File: config.mk
export PLATFORM = sky130hd
export DESIGN_NAME = switch_debouncer
export DESIGN_NICKNAME = d
export VERILOG_FILES = /design/src/rtl/switch_debouncer.sv
export SDC_FILE = /design/constraint.sdc
export NUM_CORES = 1
export LEC_CHECK = 0
export ABC_AREA = 1
export CAP_MARGIN = 10
export CORE_MARGIN = 5
export CORE_UTILIZATION = 60
export DETAILED_ROUTE_END_ITERATION = 16
export HOLD_SLACK_MARGIN = 0.05
export PLACE_DENSITY = 0.76
export SETUP_SLACK_MARGIN = 0.2
export SYNTH_ARGS = -nofsm -noshare
export SYNTH_HDL_FRONTEND = slang
export SYNTH_SLANG_ARGS = --single-unit
export TNS_END_PERCENT = 30
File: constraint.sdc
create_clock -name clk -period 2.1 [get_ports clk]
set_input_delay 0.21 -clock clk [delete_from_list [all_inputs] [get_ports clk]]
set_output_delay 0.21 -clock clk [all_outputs]
set_load 0.02 [all_outputs]
File: src/rtl/switch_debouncer.sv
// rtl/switch_debouncer.sv - per-bit 2-flop synchroniser and stability-counter debouncer
// Emits clean switch levels plus one-cycle rise/fall pulses for each accepted change.
module switch_debouncer #(
  parameter int N       = 16,
  parameter int CNT_MAX = 1_000_000,
  parameter int CNT_W   = $clog2(CNT_MAX + 1)
) (
  input  logic         clk,
  input  logic         reset,
  input  logic [N-1:0] sw_raw,
  output logic [N-1:0] sw_clean,
  output logic [N-1:0] sw_rise,
  output logic [N-1:0] sw_fall,
  output logic         changed
);

  localparam logic [CNT_W-1:0] LP_TERM = CNT_W'(CNT_MAX - 1);

  logic [N-1:0]     r_sync1;
  logic [N-1:0]     r_sync2;
  logic [N-1:0]     r_clean;
  logic [N-1:0]     r_rise;
  logic [N-1:0]     r_fall;
  logic [CNT_W-1:0] r_cnt [N];

  logic [N-1:0]     w_pulse;

  always_ff @(posedge clk) begin
    if (reset) begin
      r_sync1 <= '0;
      r_sync2 <= '0;
      r_clean <= '0;
      r_rise  <= '0;
      r_fall  <= '0;
      for (int i = 0; i < N; i++) begin
        r_cnt[i] <= '0;
      end
    end else begin
      r_sync1 <= sw_raw;
      r_sync2 <= r_sync1;
      r_rise  <= '0;
      r_fall  <= '0;
      for (int i = 0; i < N; i++) begin
        // Any sample matching the current clean level restarts the stability window.
        if (r_sync2[i] == r_clean[i]) begin
          r_cnt[i] <= '0;
        end else if (r_cnt[i] == LP_TERM) begin
          r_clean[i] <= r_sync2[i];
          r_cnt[i]   <= '0;
          r_rise[i]  <= r_sync2[i];
          r_fall[i]  <= ~r_sync2[i];
        end else begin
          r_cnt[i] <= r_cnt[i] + CNT_W'(1);
        end
      end
    end
  end

  assign w_pulse  = r_rise | r_fall;
  assign sw_clean = r_clean;
  assign sw_rise  = r_rise;
  assign sw_fall  = r_fall;
  assign changed  = |w_pulse;

endmodule

* After elaboration in Yosys (flattened, before gate mapping)
Memory sizes are Yosys's and may differ from the RTL's. Index checks and enable logic that the tools add are counted.
Operators by class: muxes and demuxes 226, add/sub/neg operators 16, equal/unequal tests 32, reduce and logical (&&, ||, !) cells 33, bitwise logic cells 97
Operators by type and width (number):
- 20-bit two-way mux | 48
- 20-bit by 1-bit adder with 20-bit output (second input constant) | 16
- 20-bit equality test (second input constant) | 16
- 1-bit two-way mux | 178
- 1-bit NOT | 48
- 1-bit bitwise OR | 48
- 3-bit OR reduction | 16
- 2-bit AND reduction | 16
- 1-bit equality test | 16
- 16-bit bitwise OR | 1
- 16-bit OR reduction | 1
Storage, ports and cells: memories kept 1, output and inout port bits 49, word-level logic and storage cells 455, RAM bits 320, input bits 18, flip-flop bits (word level) 80
Memory list:
- r_cnt | words 16, width 20, rd ports 16, clocked after Yosys merged registers in 0, write ports 16, line 24 | logic [CNT_W-1:0] r_cnt [N];

* Depth between registers and ports, before layout
Gate-level depths: netlist of the first run.
depth in word-level cells 7, gate-level depth with buffers 9

* Worst setup path after synthesis of the first run
OpenSTA, ideal clock, no wires.
kind reg2reg, from memory r_cnt[1][40] (netlist bit), to memory r_cnt[1][55] (netlist bit), data pin, setup time 0.254 ns, data arrival time 1.321 ns, cell stages (with the launch flop) 8, path slack 0.524 ns, buffers on the path 1, cells stage by stage edfxtp_1 ha_1 nand3_4 nor3_4 nand3_2 nand2_4 buf_6 nor2_1
RTL lines (line):
- start: declaration | 24

* Final worst setup path of the first run
from register r_fall[10] (netlist: sw_fall[10]), to output port changed
On the way: longest elaborated chain between the ends 2
Ends and longest elaborated chain:
- start: declaration | line 23 | logic [N-1:0] r_fall;
- start signal: indexed assignment | line 51 | r_fall[i] <= ~r_sync2[i];
- 16-bit bitwise OR | line 59 | assign w_pulse = r_rise | r_fall;
- 16-bit OR reduction | line 63 | assign changed = |w_pulse;
- end: declaration | line 14 | output logic changed
No other way between the ends.

==> results_dict.tcl, run 1 <==
set metrics [dict create \
    pwr-share-seq_pct 51.4 \
    overflow 0 \
    power.density_nw_per_um2 667 \
    syn_avg_cell_area_um2 7.97 \
    synth_ff_type "edfxtp_1" \
    whs_path_depth 4 \
    wirelength_um 47200 \
    ir_drop_uv 690 \
    ys_async_sr_fraction_pct 0 \
    max_cap_viol_count 0 \
    drc 0 \
    criticalPathCategory "reg -> out" \
    worstPathBufferInverterCount 2 \
    r2r-start "r_cnt[1][140]$_SDFFCE_PP0P_" \
    synth_seq_cells 400 \
    cts.sinks 400 \
    use_met2_pct 39.9 \
    stdcell_count 3823 \
    drive_gt1_share_pct 8.27 \
    worstHoldPathType "in -> reg" \
    cts.reportedPaths.clkPinSlew_ps 60 \
    cp_top_family "simple AND/OR/NAND/NOR gates" \
    cts_made_buffers 45 \
    grtUsageMet1_pct 28.2 \
    die_h_um 205 \
    ant_nets 0 \
    fp-row-count 71 \
    synthXorXnorAreaFrac_pct 5.66 \
    synth_compound_area_share_pct 4.08 \
    layout_common_cells "709 x nand2_1, 699 x nor2_1, 320 x edfxtp_1, 320 x conb_1, 270 x inv_1" \
    yosys.area.top_type "edfxtp_1" \
    hold_viol 0 \
    hpwl_um 34500 \
    pwr-share-comb_pct 4.6 \
    synth_edf_count 320 \
    place.port_buffers 66 \
    internal-power_w 0.0138 \
    maxSlewHeadroom_pct 65.7 \
    vias_per_cell 4.94 \
    start_kind "flip-flop" \
    top_usage_layer "met2" \
    p_leak_nw 10.0 \
    slowest_delay_ps 330 \
    pin_count 67 \
    clk_latency_ps 570 \
    switching_share_pct 22.5 \
    gp_congestion 0.924 \
    yosys.area_share.adder_pct 0.880 \
    syn_to_final_growth_pct 17.7 \
    tightestPinTransition_ps 515 \
    synth_warnings 0 \
    path_cells "nor4_4 -> buf_4 -> nand2_4 -> nor2_4 -> nand2_2 -> buf_6" \
    worst-endpoint-arrival_ps 1740 \
    r2r_setup_slack_ps 240 \
    wl_per_cell_um 12.4 \
    start_util_pct 60.5 \
    dr_total_vias 18900 \
    drt_pass1_iterations 7 \
    hold_end "sw_clean[3]$_SDFFE_PP0P_" \
    finalMaxSlewViolations 0 \
    crit_required_ps 1890 \
    hp-start "reset" \
    cts_hold_buf 0 \
    coreArea_um2 37600 \
    ctsLongestPathBuffers 3 \
    r2r-end "r_cnt[1][150]$_SDFFCE_PP0P_" \
    status "complete, no violations" \
    yosysTopAreaCellShare_pct 42.2 \
    placed_cells 3734 \
    reg2reg_depth 7 \
    grt_pass1_wl_um 80000 \
    crit_path_max_fanout 2 \
    rsz0062_at_grt "yes" \
    cts_tree "built" \
    use_met3_pct 4.05 \
    die-area_um2 41900 \
    fin_nets 3312 \
    clockRootBuffer "clkbuf_16" \
    grt_pass1_vias 18200 \
    antenna_cells 0 \
    htree_levels 2 \
    p_sw_w 0.00402 \
    fmax_mhz 513 \
    p_clk_share_pct 44.0 \
    ys_types 43 \
    grt_usage_pct 22.5 \
    finClkSkew_ps 10.9 \
    grt_max_degree 34 \
    synthCells 2853 \
    fillers 3046 \
    syn-cell-area_um2 22800 \
    slowest_stage "dfxtp_2" \
    yosys.area_share.simple_pct 34.3 \
    finalSetupViolCount 0 \
    tns_ps 0 \
    muxShareOfSynthArea_pct 0 \
    synth_top_family_by_area "simple AND/OR/NAND/NOR gates" \
    fin_crit_ps 1950 \
    antenna_found_initial 0 \
    cp-end-kind "output port" \
    min_period_over_period_pct 92.9 \
    die_w_um 205 \
    drt_iter0_markers 1198 \
    synth.area.top_cells "edfxtp_1 42%, nand2_1 12%, nor2_1 12%, dfxtp_1 7.0%, inv_1 4.5%" \
    seq_area_frac_synth_pct 49.3 \
    layout_commonest_cell "nand2_1" \
]
[worst max-delay path by stage]
stage | start | endpoint | slack, ps | depth (start not counted)
after CTS | sw_rise[11]$_SDFF_PP0_ | changed | 100 | 6
final | sw_fall[10]$_SDFF_PP0_ | changed | 150 | 6
after global placement | sw_fall[10]$_SDFF_PP0_ | changed | 100 | 6
after global routing | sw_rise[3]$_SDFF_PP0_ | changed | 60 | 6
after detailed placement | sw_fall[10]$_SDFF_PP0_ | changed | 120 | 6
after floorplan | r_cnt[1][40]$_SDFFCE_PP0P_ | r_cnt[1][55]$_SDFFCE_PP0P_ | 520 | 7
[worst reg2reg max path, cell delays in order, from the launching register on]
cell and delay, ps:
edfxtp_1 440, ha_1 290, nand3_2 160, nor3_2 240, nand2_1 110, nand2_1 70
buf_4 220, nor2_1 80
[power groups by stage]
| stage | Combinational, W | Sequential, W | Clock (W) |
|---|---|---|---|
| after global placement | 0.000767 | 0.00932 | 0 |
| after floorplan | 0.000653 | 0.00925 | 0 |
| after detailed placement | 0.000785 | 0.00934 | 0 |
| final | 0.000827 | 0.00918 | 0.00785 |
| after CTS | 0.000796 | 0.00917 | 0.00805 |
| after global routing | 0.000958 | 0.00922 | 0.00839 |
[registers in the layout (all words and copies together) (netlist names)]
name and flops:
r_cnt 320, r_sync1 16, r_sync2 16, sw_clean 16
sw_fall 16, sw_rise 16
[logic make-up after synthesis]
family                     count (synthesis)
and+or+nand+nor                         1812
DFF                                      400
buffers and inverters                    313
AOI/OAI and AO/OA                        164
xor gates and xnor gates                 147
adders and majority gates                 16
other                                      1
[layer usage]
layer / part of all wire, % / wire [µm]
met3: 4.3 / 2030
met4: 2.4 / 1120
met1: 44 / 20900
met5: 0 / 0
met2: 49 / 23200
[final cells by class]
cell class / instances / area [µm²] / share of cell area (%)
Inverter: 280 / 1050 / 3.94
Sequential cell: 400 / 11200 / 41.9
Tap cell: 511 / 639 / 2.39
Timing Repair Buffer: 91 / 868 / 3.24
Multi-Input combinational cell: 2460 / 11500 / 43.0
Clock buffer: 61 / 1370 / 5.13
Clock inverter: 20 / 124 / 0.462
[synthesized netlist by cell type, types with 10 or more instances]
cell / count
a21oi_1: 111
a21oi_2: 16
buf_4: 10
buf_6: 11
dfxtp_1: 80
edfxtp_1: 320
ha_1: 16
inv_1: 270
nand2_1: 711
nand2_2: 10
nand3_1: 164
nand3_2: 25
nand3b_1: 15
nand4_1: 40
nor2_1: 702
nor2_2: 55
nor3_1: 28
o21ai_0: 21
or2_1: 10
or2_2: 11
xnor2_1: 67
xor2_1: 80
[stage by stage]
stage	area (µm²)	setup slack, ps	total power (W)	utilization [%]	hold WS [ps]
3_3_place_gp	25100	103	0.0101	66.9	389
2_1_floorplan	23900	524	0.00990	-	317
4_1_cts	26700	100	0.0180	71.0	128
3_5_place_dp	25100	118	0.0101	66.9	395
6_report	26800	149	0.0179	71.3	155
5_1_grt	26800	55.7	0.0186	71.3	153
[what timing repair did]
item | in CTS | in global routing
pin swaps | 3 | 3
resized for setup | 18 | 16
setup endpoints to repair | 24 | 180
hold endpoints to repair | 0 | 0
cloned | 0 | 1
setup buffers | 0 | 7
No activity file was read; power rests on OpenSTA's default activity.
==> inputs of run 2 (changes only) <==
--- a/config.mk
+++ b/config.mk
@@ -13,6 +13,7 @@
 export HOLD_SLACK_MARGIN = 0.05
 export PLACE_DENSITY = 0.76
 export SETUP_SLACK_MARGIN = 0.2
+export SLEW_MARGIN = 40
 export SYNTH_ARGS = -nofsm -noshare
 export SYNTH_HDL_FRONTEND = slang
 export SYNTH_SLANG_ARGS = --single-unit
==> results of run 2 <==
Same layout as run 1: the final DEF is identical, and so are final timing and power.
